### src/rtl/tmds_channel_decoder.sv
// tmds_channel_decoder
//
// Single-lane TMDS receive decoder. Takes 10-bit words from a 1:10
// deserializer, finds word alignment by hunting for runs of control tokens
// (requesting a bitslip from the deserializer when none are found), then
// decodes each aligned word into DE, the two control bits, or a data byte.
//
// Ports
//   pixel_clock  in   pixel-rate clock, rising edge
//   reset        in   synchronous active-high reset
//   tmds_word    in   [9:0] deserialized word, bit 0 first on the wire
//   bitslip      out  one-cycle request to shift the word boundary by one bit
//   aligned      out  high while locked
//   de           out  data enable (word was not a control token)
//   ctrl         out  [1:0] {c1,c0} from the last control token, held during data
//   data         out  [7:0] decoded byte, valid when de=1
//   err_count    out  [15:0] saturating count of bitslips plus lock losses
//
// Build option
//   TMDS_DEC_ERR_CNT_EN  when defined, err_count counts bitslip pulses and
//                        LOCKED->SEARCH transitions (saturating at 16'hFFFF);
//                        otherwise err_count is tied to zero.
//
// State   | meaning
// --------+--------------------------------------------------------------
// SEARCH  | hunting for CTRL_TOKEN_MIN consecutive control tokens
// SLIP    | bitslip asserted for this single cycle
// WAIT    | deserializer settling after a bitslip; input ignored
// LOCKED  | aligned; words decoded, lock dropped after LINE_TIMEOUT idle

module tmds_channel_decoder #(
  parameter int CTRL_TOKEN_MIN = 8,
  parameter int SEARCH_TIMEOUT = 4096,
  parameter int BITSLIP_WAIT   = 16,
  parameter int LINE_TIMEOUT   = 4096
) (
  input  logic        pixel_clock,
  input  logic        reset,
  input  logic [9:0]  tmds_word,
  output logic        bitslip,
  output logic        aligned,
  output logic        de,
  output logic [1:0]  ctrl,
  output logic [7:0]  data,
  output logic [15:0] err_count
);

  localparam int TOK_W  = $clog2(CTRL_TOKEN_MIN) + 1;
  localparam int SRCH_W = $clog2(SEARCH_TIMEOUT) + 1;
  localparam int WAIT_W = $clog2(BITSLIP_WAIT) + 1;
  localparam int LOSS_W = $clog2(LINE_TIMEOUT) + 1;

  typedef enum logic [1:0] {
    SEARCH = 2'd0,
    SLIP   = 2'd1,
    WAIT   = 2'd2,
    LOCKED = 2'd3
  } state_t;

  state_t             state;
  logic [9:0]         w1;
  logic [TOK_W-1:0]   tok_cnt;
  logic [SRCH_W-1:0]  srch_cnt;
  logic [WAIT_W-1:0]  wait_cnt;
  logic [LOSS_W-1:0]  loss_cnt;

  logic               is_tok;
  logic [1:0]         tok_ctrl;
  logic [7:0]         d_inv;
  logic [7:0]         dec;
  logic               lock_hit;
  logic               srch_tmo;
  logic               wait_done;
  logic               loss_tmo;

  // Input register stage; everything downstream works from w1.
  always_ff @(posedge pixel_clock) begin
    if (reset) w1 <= '0;
    else       w1 <= tmds_word;
  end

  always_comb begin
    is_tok   = 1'b1;
    tok_ctrl = 2'b00;
    case (w1)
      10'b1101010100: tok_ctrl = 2'b00;
      10'b0010101011: tok_ctrl = 2'b01;
      10'b0101010100: tok_ctrl = 2'b10;
      10'b1010101011: tok_ctrl = 2'b11;
      default:        is_tok   = 1'b0;
    endcase
  end

  // Undo the optional inversion (bit 9), then undo XOR/XNOR chaining (bit 8).
  always_comb begin
    d_inv  = w1[9] ? ~w1[7:0] : w1[7:0];
    dec    = '0;
    dec[0] = d_inv[0];
    for (int i = 1; i < 8; i++) begin
      dec[i] = w1[8] ? (d_inv[i] ^ d_inv[i-1]) : ~(d_inv[i] ^ d_inv[i-1]);
    end
  end

  // Terminal-count compares; lock takes priority over search timeout.
  assign lock_hit  = is_tok && (tok_cnt == TOK_W'(CTRL_TOKEN_MIN - 1));
  assign srch_tmo  = (srch_cnt == SRCH_W'(SEARCH_TIMEOUT - 1));
  assign wait_done = (wait_cnt == WAIT_W'(BITSLIP_WAIT - 1));
  assign loss_tmo  = !is_tok && (loss_cnt == LOSS_W'(LINE_TIMEOUT - 1));

  // Outputs are computed against the state being entered, so de/ctrl/data
  // drop in the same cycle aligned drops and start with the locking token.
  always_ff @(posedge pixel_clock) begin
    if (reset) begin
      state    <= SEARCH;
      tok_cnt  <= '0;
      srch_cnt <= '0;
      wait_cnt <= '0;
      loss_cnt <= '0;
      bitslip  <= 1'b0;
      aligned  <= 1'b0;
      de       <= 1'b0;
      ctrl     <= 2'b00;
      data     <= 8'h00;
    end else begin
      bitslip <= 1'b0;
      case (state)
        SEARCH: begin
          de       <= 1'b0;
          ctrl     <= 2'b00;
          data     <= 8'h00;
          srch_cnt <= srch_cnt + 1'b1;
          tok_cnt  <= is_tok ? tok_cnt + 1'b1 : '0;
          if (lock_hit) begin
            state    <= LOCKED;
            aligned  <= 1'b1;
            ctrl     <= tok_ctrl;
            tok_cnt  <= '0;
            srch_cnt <= '0;
            loss_cnt <= '0;
          end else if (srch_tmo) begin
            state    <= SLIP;
            bitslip  <= 1'b1;
            tok_cnt  <= '0;
            srch_cnt <= '0;
          end
        end

        SLIP: begin
          state    <= WAIT;
          wait_cnt <= '0;
        end

        WAIT: begin
          wait_cnt <= wait_cnt + 1'b1;
          if (wait_done) begin
            state    <= SEARCH;
            wait_cnt <= '0;
            tok_cnt  <= '0;
            srch_cnt <= '0;
          end
        end

        LOCKED: begin
          if (loss_tmo) begin
            state    <= SEARCH;
            aligned  <= 1'b0;
            de       <= 1'b0;
            ctrl     <= 2'b00;
            data     <= 8'h00;
            loss_cnt <= '0;
            tok_cnt  <= '0;
            srch_cnt <= '0;
          end else if (is_tok) begin
            loss_cnt <= '0;
            de       <= 1'b0;
            ctrl     <= tok_ctrl;
            data     <= 8'h00;
          end else begin
            loss_cnt <= loss_cnt + 1'b1;
            de       <= 1'b1;
            data     <= dec;
          end
        end

        default: begin
          state <= SEARCH;
        end
      endcase
    end
  end

`ifdef TMDS_DEC_ERR_CNT_EN
  logic err_evt;

  // bitslip is high for exactly the SLIP cycle, so it marks each pulse once.
  assign err_evt = bitslip || ((state == LOCKED) && loss_tmo);

  always_ff @(posedge pixel_clock) begin
    if (reset)                                 err_count <= 16'h0000;
    else if (err_evt && err_count != 16'hFFFF) err_count <= err_count + 16'h0001;
  end
`else
  assign err_count = 16'h0000;
`endif

endmodule

### config.mk
export PLATFORM = sky130hd
export DESIGN_NAME = tmds_channel_decoder
export DESIGN_NICKNAME = d
export VERILOG_FILES = /design/src/rtl/tmds_channel_decoder.sv
export SDC_FILE = /design/constraint.sdc
export NUM_CORES = 1
export LEC_CHECK = 0
export BUFFER_PORTS_ARGS = -buffer_cell sky130_fd_sc_hd__buf_4
export CAP_MARGIN = 10
export CORE_ASPECT_RATIO = 1.4
export CORE_MARGIN = 2
export CORE_UTILIZATION = 57
export DETAILED_ROUTE_END_ITERATION = 8
export PLACE_DENSITY_LB_ADDON = 0.1
export SLEW_MARGIN = 20
export SYNTH_ARGS = -nofsm -noshare
export SYNTH_HDL_FRONTEND = slang
export SYNTH_SLANG_ARGS = --single-unit
### constraint.sdc
create_clock -name pixel_clock -period 2.65 [get_ports pixel_clock]
set_input_delay 0.1325 -clock pixel_clock [delete_from_list [all_inputs] [get_ports pixel_clock]]
set_output_delay 0.1325 -clock pixel_clock [all_outputs]
set_load 0.02 [all_outputs]
Yosys cells after proc, flatten, opt, wreduce, memory -nomap -nowiden
Index checks and enable logic that the tools add are counted.
- flip-flop bits (word level): 60
- input bits: 12
- output and inout bits: 29
- logic and storage cells: 107
- add/sub/neg operators: 4
- equal/unequal tests: 16
- mux-type cells: 46
- bitwise logic cells: 16
- reduce and logical (&&, ||, !) cells: 14
- operators by type and width (cell ; count):
    two-way mux 13 bit ; 7
    case mux 13 bit (3 select lines) ; 1
    adder 13 x 1 -> 13 bit, second input constant ; 2
    == test 13 x 12 -> 1 bit, second input constant ; 2
    case mux 13 bit (2 select lines) ; 1
    two-way mux 8 bit ; 3
    == test 10 bit, second input constant ; 2
    two-way mux 4 bit ; 5
    case mux 8 bit (2 select lines) ; 1
    two-way mux 2 bit ; 7
    two-way mux 1 bit ; 13
    case mux 4 bit (3 select lines) ; 1
    == test 10 x 8 -> 1 bit, second input constant ; 1
    == test 10 x 9 -> 1 bit, second input constant ; 1
    case mux 5 bit (2 select lines) ; 1
    AND reduction 3 bit ; 3
    NOT 1 bit ; 8
    NOT 8 bit ; 1
    case mux 2 bit (4 select lines) ; 1
    bitwise XOR 1 bit ; 7
    != test 2 bit, second input constant ; 3
    != test 3 bit, second input constant ; 2
    case mux 2 bit (3 select lines) ; 1
    adder 5 x 1 -> 5 bit, second input constant ; 1
    16 further kinds ; 21

Longest topological paths before layout
Gate-level depths: netlist of the first run.
- depth after elaboration: 8
- depth in mapped cells: 9
- mapped depth without buffers: 8

Worst setup path before layout of the first run
OpenSTA, ideal clock, no wires.
- path kind: register -> register
- start point: register state[0]
- end point: register srch_cnt[3]
- library setup time: 0.087 ns
- arrival: 1.954 ns
- data required time: 2.563 ns
- setup slack: 0.609 ns
- cell stages (with the launch flop): 9
- buffers on the path: 2
- clock period less this slack: 2.041 ns
- cells stage by stage: dfxtp_1 inv_1 ha_1 clkbuf_1 or4_1 clkbuf_1 nor2_1 nand2_2 o31ai_1
- word-level cells in the longest chain between the ends: 3
- elaborated cells between the ends (all ways): 8
- classes of those cells: 4 x eq/ne; 1 x mux; 3 x reduce/logical
- RTL lines (item ; RTL line ; text):
    start, declared ; 60 ; state_t state;
    start signal, assigned ; 114 ; state <= SEARCH;
    start signal, assigned ; 134 ; state <= LOCKED;
    start signal, assigned ; 141 ; state <= SLIP;
    == test 2 bit / zero test 2 bit (equally long branches) ; 126 ; case (state)
    != test 2 bit (no line) / nonzero test 3 bit (equally long branches) ; n/a ;
    AND reduction 3 bit (no line) ; n/a ;
    end signal, assigned ; 131 ; srch_cnt <= srch_cnt + 1'b1;
    end, declared ; 63 ; logic [SRCH_W-1:0] srch_cnt;
Several ways; a longest one is shown, not always the timed one.
A chain may end at the register's enable or synchronous reset.

Worst setup path in the final report of the first run
- start point: register w1[0]
- end point: register srch_cnt[2]
- word-level cells in the longest chain between the ends: 7
- elaborated cells between the ends (all ways): 13
- classes of those cells: 5 x eq/ne; 3 x mux; 5 x reduce/logical
- RTL lines (item ; RTL line ; text):
    start, declared ; 61 ; logic [9:0] w1;
    start signal, assigned ; 79 ; else w1 <= tmds_word;
    == test 10 bit (tied with other cells) ; 85 ; case (w1)
    OR reduction 4 bit (no line) (*) ; n/a ;
    two-way mux 1 bit (*) ; 85 ;
    zero test 1 bit ; 108 ; assign loss_tmo = !is_tok && (loss_cnt == LOSS_W'(LINE_TIMEOUT - 1));
    logical AND 1 bit ; 108 ;
    != test 2 bit (no line) ; n/a ;
    AND reduction 3 bit (no line) ; n/a ;
Mark *: on every way between the ends. The rest lies on a longest branch, timed or not.

==> impl_metrics.ini, run 1 <==
[setup_path]
start_kind = flop
crit_buf_inv = 2
crit_type = flop to flop
critPathMostFrequentCell = sky130_fd_sc_hd__a21oi_1
critical_path.top_delay_family = simple AND/OR/NAND/NOR gates
critical_path_required_ns = 2.89
cpPeakStageDelay_ns = 0.57
slowest_stage = sky130_fd_sc_hd__nor4_1
path_cells = inv_1 -> ha_1 -> and4b_1 -> nand3_1 -> a21oi_1 -> buf_4 -> nor4_1 -> a21oi_1 -> o32ai_1
timing.critical_path.fanout_max = 13
timing.critical_path.arrival_ns = 2.55
timing.critical_path.to_type = flop

[clock_tree]
cts_max_level = 3
clock_tree.root_cell = sky130_fd_sc_hd__clkbuf_8
cts.clk_slew.worst_paths_ns = 0.07
clkLatencyLatePin_ns = 0.34
cts_tree = yes
clkSinkCount = 60
postCtsSetupBuffers = 0
clk_path_buf_depth = 2
cts-buffers-inserted = 9

[global_route]
grt_max_degree = 51
grt_pass1_vias = 2393
initial_antenna_violation_count = 0
globalRoute.totalOverflow = 0
grt.total_usage = 0.232
grt_pass1_wl_um = 10900

[drt]
drt-wirelength-per-cell_um = 13.4
first_iter_violations = 154
routed-via-count = 2561
routed_via_density = 5.51
wirelength_um = 6230
antenna_left = 0
detail_route.drc_violations = 0
pre_repair_dr_iteration_count = 4

[sta]
setup_violations = 0
setup_slack_ns = 0.343
max_clock_freq_mhz = 434
rsz0062_at_grt = no
final-hold-violation-count = 0
fin_crit_ns = 2.31
transition_time_at_the_pin_with_the_least_slew_margin_ns = 0.658
finalCritPeriodShare = 0.870
timing.final.max_slew_violations = 0
clock_skew_ns = 0.00719
totalNegativeSetupSlack_ns = 0
slew_headroom = 0.557

[floorplanning]
initial_util = 0.592
floorplan.die_area_um2 = 6010
die-width_um = 66.1
top_level_ports = 41
die_height_um = 90.9
number_of_rows_created_at_floorplan = 31
core_area_um2 = 5200

[yosys]
netlist_top_cells_area = sky130_fd_sc_hd__dfxtp_1, sky130_fd_sc_hd__ha_1, sky130_fd_sc_hd__nor2_1, sky130_fd_sc_hd__a21oi_1, sky130_fd_sc_hd__xnor2_1
synth_largest_type_area_fraction = 0.390
postSynth.asyncResetShare = 0
syn_avg_cell_area_um2 = 8.43
syn-instance-count = 365
synth.top_cells.by_count = sky130_fd_sc_hd__dfxtp_1, sky130_fd_sc_hd__nor2_1, sky130_fd_sc_hd__a21oi_1
post-synth-top-count-cell = sky130_fd_sc_hd__dfxtp_1
synth.distinct_cells = 51
post_synth_instance_area_um2 = 3080
ys_seq_area_frac = 0.390
yosys_most_used_dff = sky130_fd_sc_hd__dfxtp_1
cell_type_with_the_largest_total_area_after_synthesis = sky130_fd_sc_hd__dfxtp_1
synth-edff-count = 0
total_number_of_yosys_warnings = 0
yosys_register_bits = 60

[pwr]
power.density_cell_area_nw_per_um2 = 521
max-vdd-ir-drop_v = 0.000527
post-layout-total-power_mw = 1.83
static-leakage-power_nw = 1.36
clock_power_share = 0.434
power.internal_mw = 1.41
power.share.combinational = 0.058
p_sw_frac = 0.228
p_seq_frac = 0.508
p_switching_mw = 0.416

[placed_design]
pre_cts_slack_ns = 0.388
finalWeightedCongestion = 0.806
hpwlAfterDp_um = 4430
detailed_place.area_um2 = 3250
port_buffer_count = 24

[final_layout]
final_layout_fill_cell_count = 451
num_antenna_cells = 0
postLayoutCellArea_um2 = 3500
layout_cells_sized_above_1 = 0.133
layout.nets = 421
area_growth_pct = 13.8

[hold_path]
kind_of_path_behind_the_tightest_hold_check = input port to flop

[run_status]
run_status = finished clean

[run]
max_cap_viol_count = 0
==> final cells by class <==
cell class | instances | area [µm²] | area share
Sequential cell | 60 | 1200 | 0.343
Tap cell | 66 | 82.6 | 0.0236
Inverter | 18 | 67.6 | 0.0193
Multi-Input combinational cell | 270 | 1670 | 0.478
Clock buffer | 11 | 141 | 0.0404
Clock inverter | 4 | 50.0 | 0.0143
Timing Repair Buffer | 36 | 285 | 0.0815
==> final timing paths <==
path	end	slack (ns)	from	cells after the start
worst max-delay path	srch_cnt[2]$_SDFFE_PP0P_	0.34	w1[0]$_SDFF_PP0_	9
worst min-delay path	w1[7]$_SDFF_PP0_	0.01	tmds_word[7]	2
worst max register to register	srch_cnt[2]$_SDFFE_PP0P_	0.34	w1[0]$_SDFF_PP0_	9
worst min register to register	loss_cnt[12]$_SDFFE_PP0P_	0.45	loss_cnt[12]$_SDFFE_PP0P_	2
==> through the flow <==
stage,util,cells,hold slack [ns]
6_report,0.674,465,0.0142
2_1_floorplan,-,380,0.261
3_3_place_gp,0.625,444,0.342
5_1_grt,0.674,465,0.00470
3_5_place_dp,0.625,444,0.347
4_1_cts,0.674,465,0.00131
==> what timing repair did <==
| action | in CTS | in global routing |
|---|---|---|
| endpoints found under the setup margin | 0 | 0 |
| hold buffers | 6 | 0 |
| hold endpoints to repair | 6 | 0 |
| resized for setup | 0 | 0 |
==> worst reg2reg max path, delay by kind of cell, from the launching register on <==
family,cells,cell delay (ns)
buf+inv,2,0.25
flops,1,0.37
fa+ha+maj,1,0.18
compound gates,3,0.51
simple gates,3,0.91
==> routing by layer <==
metal	part of all wire	GRT usage	routed length [µm]
met1	0.42	0.268	2630
met2	0.53	0.400	3330
met3	0.024	0.0496	151
met4	0.019	0.102	117
met5	0	0	0
==> sequential cells by signal, indices dropped and copies added, names as in the netlist <==
| name | cells |
|---|---|
| tok_cnt | 4 |
| bitslip | 1 |
| loss_cnt | 13 |
| state | 2 |
| srch_cnt | 13 |
| w1 | 10 |
| aligned | 1 |
| wait_cnt | 5 |
| ctrl | 2 |
| data | 8 |
| de | 1 |
==> cells by family after synthesis <==
kind of cell,share of synthesized area
simple gates,0.247
flops,0.390
xor+xnor,0.0569
fa+ha+maj,0.0569
mux,0.0130
buf+inv,0.0841
compound gates,0.151
other cells,0.00122
==> power groups by stage <==
stage | sequential (mW) | combinational (mW) | clock, mW
finish | 0.928 | 0.105 | 0.793
global route | 0.928 | 0.117 | 0.871
CTS | 0.927 | 0.105 | 0.816
detailed placement | 0.948 | 0.0978 | 0
global placement | 0.947 | 0.0969 | 0
floorplan | 0.943 | 0.0930 | 0
==> cell usage in the layout (no fill, tap or decap), types with 4 or more instances in the layout <==
master	n
sky130_fd_sc_hd__xor2_1	6
sky130_fd_sc_hd__and3_1	7
sky130_fd_sc_hd__ha_1	14
sky130_fd_sc_hd__clkbuf_8	10
sky130_fd_sc_hd__o21ai_0	18
sky130_fd_sc_hd__a22oi_1	6
sky130_fd_sc_hd__nand4_1	7
sky130_fd_sc_hd__nor4_1	4
sky130_fd_sc_hd__nor3b_1	4
sky130_fd_sc_hd__mux2i_1	4
sky130_fd_sc_hd__dfxtp_1	60
sky130_fd_sc_hd__dlygate4sd3_1	6
sky130_fd_sc_hd__and2_1	4
sky130_fd_sc_hd__nand2_1	18
sky130_fd_sc_hd__a211oi_1	5
sky130_fd_sc_hd__inv_1	18
sky130_fd_sc_hd__nand2b_1	6
sky130_fd_sc_hd__nor2_1	39
sky130_fd_sc_hd__nand3_1	20
sky130_fd_sc_hd__o32ai_1	4
sky130_fd_sc_hd__a21oi_1	25
sky130_fd_sc_hd__xnor2_1	14
sky130_fd_sc_hd__nor2b_1	10
sky130_fd_sc_hd__nor3_1	8
sky130_fd_sc_hd__buf_4	30
sky130_fd_sc_hd__conb_1	16
Note: power is estimated with default switching activity, not from simulation.
==> run 2, diff against run 1 <==
--- a/config.mk
+++ b/config.mk
@@ -9,7 +9,8 @@
 export CAP_MARGIN = 10
 export CORE_ASPECT_RATIO = 1.4
 export CORE_MARGIN = 2
-export CORE_UTILIZATION = 57
+export CORE_UTILIZATION = 60
+export CTS_BUF_LIST = sky130_fd_sc_hd__clkbuf_4 sky130_fd_sc_hd__clkbuf_8
 export DETAILED_ROUTE_END_ITERATION = 8
 export PLACE_DENSITY_LB_ADDON = 0.1
 export SLEW_MARGIN = 20
==> constraint.sdc (replaced) <==
create_clock -name pixel_clock -period 2.5 [get_ports pixel_clock]
set_input_delay 0.125 -clock pixel_clock [delete_from_list [all_inputs] [get_ports pixel_clock]]
set_output_delay 0.125 -clock pixel_clock [all_outputs]
set_load 0.02 [all_outputs]
==> impl_metrics.ini, run 2 (synthesis results as in run 1) <==
[clock_tree]
cts_tree = yes
clkSinkCount = 60
clock_tree.root_cell = sky130_fd_sc_hd__clkbuf_8
clkLatencyLatePin_ns = 0.35
clk_path_buf_depth = 2
cts.clk_slew.worst_paths_ns = 0.07
cts-buffers-inserted = 9
cts_max_level = 3

[run]
max_cap_viol_count = 0

[setup_path]
crit_type = flop to flop
start_kind = flop
crit-reg2reg-launch = w1[0]$_SDFF_PP0_
slowest_stage = sky130_fd_sc_hd__a211o_1
timing.critical_path.to_type = flop
path_cells = ha_1 -> and4bb_2 -> nand3_1 -> a211o_1 -> nand2_1 -> a21o_1 -> nor2_1
critical_path_required_ns = 2.73
worst_setup_path_startpoint = w1[0]$_SDFF_PP0_
cpPeakStageDelay_ns = 0.52
timing.critical_path.arrival_ns = 2.51
timing.critical_path.fanout_max = 13

[floorplanning]
die-width_um = 64.5
die_height_um = 88.7
initial_util = 0.631
top_level_ports = 41
floorplan.die_area_um2 = 5730
number_of_rows_created_at_floorplan = 30
core_area_um2 = 4880

[drt]
drt-wirelength-per-cell_um = 14.1
detail_route.drc_violations = 0
routed_via_density = 5.59
first_iter_violations = 195
wirelength_um = 6580
antenna_left = 0
pre_repair_dr_iteration_count = 4
routed-via-count = 2605

[sta]
clock_skew_ns = 0.00910
final-hold-violation-count = 0
max_clock_freq_mhz = 437
finalCritPeriodShare = 0.915
totalNegativeSetupSlack_ns = 0
timing.final.max_slew_violations = 0
slew_headroom = 0.616
setup_violations = 0
fin_crit_ns = 2.29
transition_time_at_the_pin_with_the_least_slew_margin_ns = 0.574
rsz0062_at_grt = no

[hold_path]
kind_of_path_behind_the_tightest_hold_check = input port to flop
hold_path.startpoint = tmds_word[7]

[final_layout]
layout.nets = 423
num_antenna_cells = 0
area_growth_pct = 16.5
reg_top3 = loss_cnt: 13 flops, srch_cnt: 13 flops, w1: 10 flops
layout_cells_sized_above_1 = 0.142
final_layout_fill_cell_count = 412
commonest_cells_after_routing_fill_and_taps_aside = sky130_fd_sc_hd__dfxtp_1, sky130_fd_sc_hd__nor2_1, sky130_fd_sc_hd__buf_4
leading_cell_type_in_the_layout_fill_and_taps_excluded = sky130_fd_sc_hd__dfxtp_1
post_layout_nonfiller_instances = 466

[global_route]
grt_pass1_wl_um = 11000
grt_pass1_vias = 2514
globalRoute.totalOverflow = 0
grt_max_degree = 51
initial_antenna_violation_count = 0
grt.total_usage = 0.252

[pwr]
max-vdd-ir-drop_v = 0.000523
p_switching_mw = 0.460
static-leakage-power_nw = 1.41
clock_power_share = 0.501
power.density_cell_area_nw_per_um2 = 614
p_sw_frac = 0.209
p_seq_frac = 0.446
power.internal_mw = 1.74
power.share.combinational = 0.053

[placed_design]
dpl.cell_count = 443
finalWeightedCongestion = 0.814
port_buffer_count = 24
hpwlAfterDp_um = 4350

[run_status]
run_status = finished clean
## run 2: cell count changes in the layout (fill, tap and decap cells not counted), sizes merged
cell         before  now
clkbuf           11   12
buf              30   31
dlygate4sd3       6    7
clkinvlp          2    0
bufinv            1    3
## run 2: final cells by class
cell class / instances / area (µm²) / share of cell area
clock inverters: 4 / 95.1 / 0.0265
clock buffers: 12 / 159 / 0.0443
inverters: 18 / 67.6 / 0.0188
repair buffers: 38 / 303 / 0.0844
flip-flops and latches: 60 / 1200 / 0.335
multi-input cells: 270 / 1680 / 0.469
well taps: 64 / 80.1 / 0.0223
## run 2: what timing repair did
item	4_1_cts	5_1_grt
setup buffers	0	0
hold endpoints to repair	7	0
gates resized for setup	0	2
hold buffers	7	0
setup endpoints to repair	0	3
## run 2: path summary, 6_finish.rpt
path	to	slack, ns	cells past startpoint
setup / recovery	loss_cnt[3]$_SDFFE_PP0P_	0.21	7
hold / removal	w1[7]$_SDFF_PP0_	0.02	2
setup reg to reg	loss_cnt[3]$_SDFFE_PP0P_	0.21	7
hold reg to reg	loss_cnt[12]$_SDFFE_PP0P_	0.46	2
## run 2: layer usage
layer,up-vias,wire (µm),part of all wire,track usage
li1,1312,-,-,-
met1,1227,2670,0.41,0.268
met2,49,3550,0.54,0.473
met3,17,195,0.030,0.0547
met4,0,164,0.025,0.118
met5,-,0,0,0
## run 2: per-stage QoR
step | total power, mW | hold slack (ns) | util | cell area, µm² | worst slack (ns)
global placement | 1.11 | 0.334 | 0.667 | 3260 | 0.294
CTS | 2.22 | 0.0000352 | 0.734 | 3580 | 0.220
global route | 2.27 | 0.0221 | 0.735 | 3590 | 0.0288
floorplan | 1.10 | 0.253 | - | 3130 | 0.459
finish | 2.20 | 0.0185 | 0.735 | 3590 | 0.214
detailed placement | 1.11 | 0.340 | 0.667 | 3260 | 0.247
## run 2: worst max-delay path, delay by kind of cell, from the launching register on
family / cells / cell delay, ns
compound gates: 2 / 0.89
simple gates: 4 / 0.75
flops: 1 / 0.37
fa+ha+maj: 1 / 0.16
## run 2: power by group through the flow
| stage | combinational, mW | clock (mW) | sequential, mW |
|---|---|---|---|
| 4_1_cts | 0.116 | 1.12 | 0.982 |
| 5_1_grt | 0.130 | 1.16 | 0.984 |
| 3_3_place_gp | 0.103 | 0 | 1.00 |
| 2_1_floorplan | 0.0985 | 0 | 0.999 |
| 3_5_place_dp | 0.106 | 0 | 1.00 |
| 6_report | 0.116 | 1.10 | 0.982 |
==> run 3, diff against run 2 <==
--- a/config.mk
+++ b/config.mk
@@ -9,7 +9,7 @@
 export CAP_MARGIN = 10
 export CORE_ASPECT_RATIO = 1.4
 export CORE_MARGIN = 2
-export CORE_UTILIZATION = 60
+export CORE_UTILIZATION = 54
 export CTS_BUF_LIST = sky130_fd_sc_hd__clkbuf_4 sky130_fd_sc_hd__clkbuf_8
 export DETAILED_ROUTE_END_ITERATION = 8
 export PLACE_DENSITY_LB_ADDON = 0.1
==> constraint.sdc (replaced) <==
create_clock -name pixel_clock -period 1.9 [get_ports pixel_clock]
set_input_delay 0.095 -clock pixel_clock [delete_from_list [all_inputs] [get_ports pixel_clock]]
set_output_delay 0.095 -clock pixel_clock [all_outputs]
set_load 0.02 [all_outputs]
==> impl_metrics.ini, run 3 (synthesis results as in run 1) <==
[floorplanning]
number_of_rows_created_at_floorplan = 32
die-width_um = 67.8
die_height_um = 93.3
core_area_um2 = 5530
initial_util = 0.557
floorplan.die_area_um2 = 6330
top_level_ports = 41

[drt]
routed-via-count = 2939
drt-wirelength-per-cell_um = 15.0
wirelength_um = 7950
detail_route.drc_violations = 0
routed_via_density = 5.56
pre_repair_dr_iteration_count = 4
first_iter_violations = 118
antenna_left = 0

[clock_tree]
cts_tree = yes
cts-buffers-inserted = 9
clkSinkCount = 60
clock_tree.root_cell = sky130_fd_sc_hd__clkbuf_8
clkLatencyLatePin_ns = 0.34
clk_path_buf_depth = 2
cts.clk_slew.worst_paths_ns = 0.07
cts_max_level = 3

[sta]
setup_slack_ns = -0.172
final-hold-violation-count = 0
rsz0062_at_grt = yes
finalCritPeriodShare = 1.09
clock_skew_ns = 0.0115
slew_headroom = 0.654
fin_crit_ns = 2.07
timing.final.max_slew_violations = 0
max_clock_freq_mhz = 483
setup_violations = 42
transition_time_at_the_pin_with_the_least_slew_margin_ns = 0.520

[placed_design]
finalWeightedCongestion = 0.799
hpwlAfterDp_um = 5140
detailed_place.area_um2 = 3730
port_buffer_count = 24

[global_route]
top_usage_layer = met2
grt_pass1_vias = 2880
grt_use_met1 = 0.262
globalRouteMet2Util = 0.497
initial_antenna_violation_count = 0
grt_max_degree = 50
globalRoute.totalOverflow = 0
grt_util_met3 = 0.0662
grt.total_usage = 0.262
grt_pass1_wl_um = 12500

[final_layout]
area_growth_pct = 40.9
finish.utilization = 0.785
commonest_cells_after_routing_fill_and_taps_aside = sky130_fd_sc_hd__buf_4, sky130_fd_sc_hd__dfxtp_1, sky130_fd_sc_hd__nor2_1
layout_cells_sized_above_1 = 0.373
register_area_um2 = 1210
leading_cell_type_in_the_layout_fill_and_taps_excluded = sky130_fd_sc_hd__buf_4
layout.nets = 483
postLayoutCellArea_um2 = 4340
num_antenna_cells = 0
multi_input_comb_area_um2 = 1980
reg_top3 = loss_cnt: 13 flops, srch_cnt: 13 flops, w1: 10 flops
final_layout_fill_cell_count = 374

[pwr]
static-leakage-power_nw = 1.69
power.density_cell_area_nw_per_um2 = 609
max-vdd-ir-drop_v = 0.000537

[setup_path]
timing.critical_path.arrival_ns = 2.30
timing.critical_path.fanout_max = 8
crit_type = flop to flop
start_kind = flop
timing.critical_path.to_type = flop
critical_path_required_ns = 2.13

[hold_path]
kind_of_path_behind_the_tightest_hold_check = input port to flop

[run]
max_cap_viol_count = 0

[run_status]
violations = setup timing
run_status = finished with violations
==> run 3: cell types whose count changed in the layout (fill, tap and decap cells not counted), moves of 7 or more <==
| cell | delta |
|---|---|
| sky130_fd_sc_hd__a21oi_1 | -7 |
| sky130_fd_sc_hd__buf_6 | +9 |
| sky130_fd_sc_hd__nand3_1 | -7 |
| sky130_fd_sc_hd__buf_4 | +45 |
| sky130_fd_sc_hd__o21ai_0 | -12 |
| sky130_fd_sc_hd__o21ai_1 | +7 |
| sky130_fd_sc_hd__nor2_1 | -11 |
==> run 3: final timing paths <==
| path | from | to | slack, ns | cells past startpoint |
|---|---|---|---|---|
| max | loss_cnt[0]$_SDFFE_PP0P_ | srch_cnt[6]$_SDFFE_PP0P_ | -0.17 | 8 |
| min | tmds_word[7] | w1[7]$_SDFF_PP0_ | 0.07 | 2 |
| max reg2reg | loss_cnt[0]$_SDFFE_PP0P_ | srch_cnt[6]$_SDFFE_PP0P_ | -0.17 | 8 |
| min reg2reg | loss_cnt[12]$_SDFFE_PP0P_ | loss_cnt[12]$_SDFFE_PP0P_ | 0.46 | 2 |
==> run 3: metal layers <==
metal,vias up,wire (µm)
li1,1430,-
met1,1437,3020
met2,55,4560
met3,17,221
met4,0,149
met5,-,0
==> run 3: what timing repair did <==
action,in CTS,in global routing
hold buffers,9,0
pin swaps,20,26
setup buffers,6,0
gates resized for setup,35,46
setup endpoints to repair,35,44
cloned,1,1
hold endpoints to repair,9,0
==> run 3: critical path: stages (launching register included) <==
cell                      delay, ns
sky130_fd_sc_hd__dfxtp_2       0.36
sky130_fd_sc_hd__ha_4          0.15
sky130_fd_sc_hd__nand3_4       0.07
sky130_fd_sc_hd__or4_4         0.57
sky130_fd_sc_hd__o31ai_4       0.27
sky130_fd_sc_hd__buf_4         0.18
sky130_fd_sc_hd__a21oi_4       0.09
sky130_fd_sc_hd__o21ai_1       0.19
sky130_fd_sc_hd__o41ai_2       0.09
==> run 3: cell type report <==
class                           instances  area share
Inverter                               18      0.0156
Sequential cell                        60       0.278
Clock buffer                           11      0.0335
Tap cell                               68      0.0196
Timing Repair Buffer                   96       0.185
Clock inverter                          4      0.0115
Multi-Input combinational cell        272       0.457
==> run 3: stage by stage <==
stage	hold WS, ns	setup TNS, ns	total power [mW]	cells	worst slack (ns)
4_1_cts	0.0111	-3.66	2.64	529	-0.156
3_5_place_dp	0.309	-2.96	1.49	499	-0.227
3_3_place_gp	0.305	-1.18	1.48	499	-0.0988
5_1_grt	0.0406	-7.28	2.74	529	-0.242
2_1_floorplan	0.223	-0.796	1.45	380	-0.0869
6_report	0.0682	-4.58	2.64	529	-0.172
==> run 3: power breakdown <==
group | leakage (nW) | internal [mW] | switching [mW] | total (mW)
Clock | 0.0948 | 0.646 | 0.504 | 1.15
Sequential | 0.488 | 1.28 | 0.0128 | 1.29
Combinational | 1.11 | 0.0907 | 0.113 | 0.203
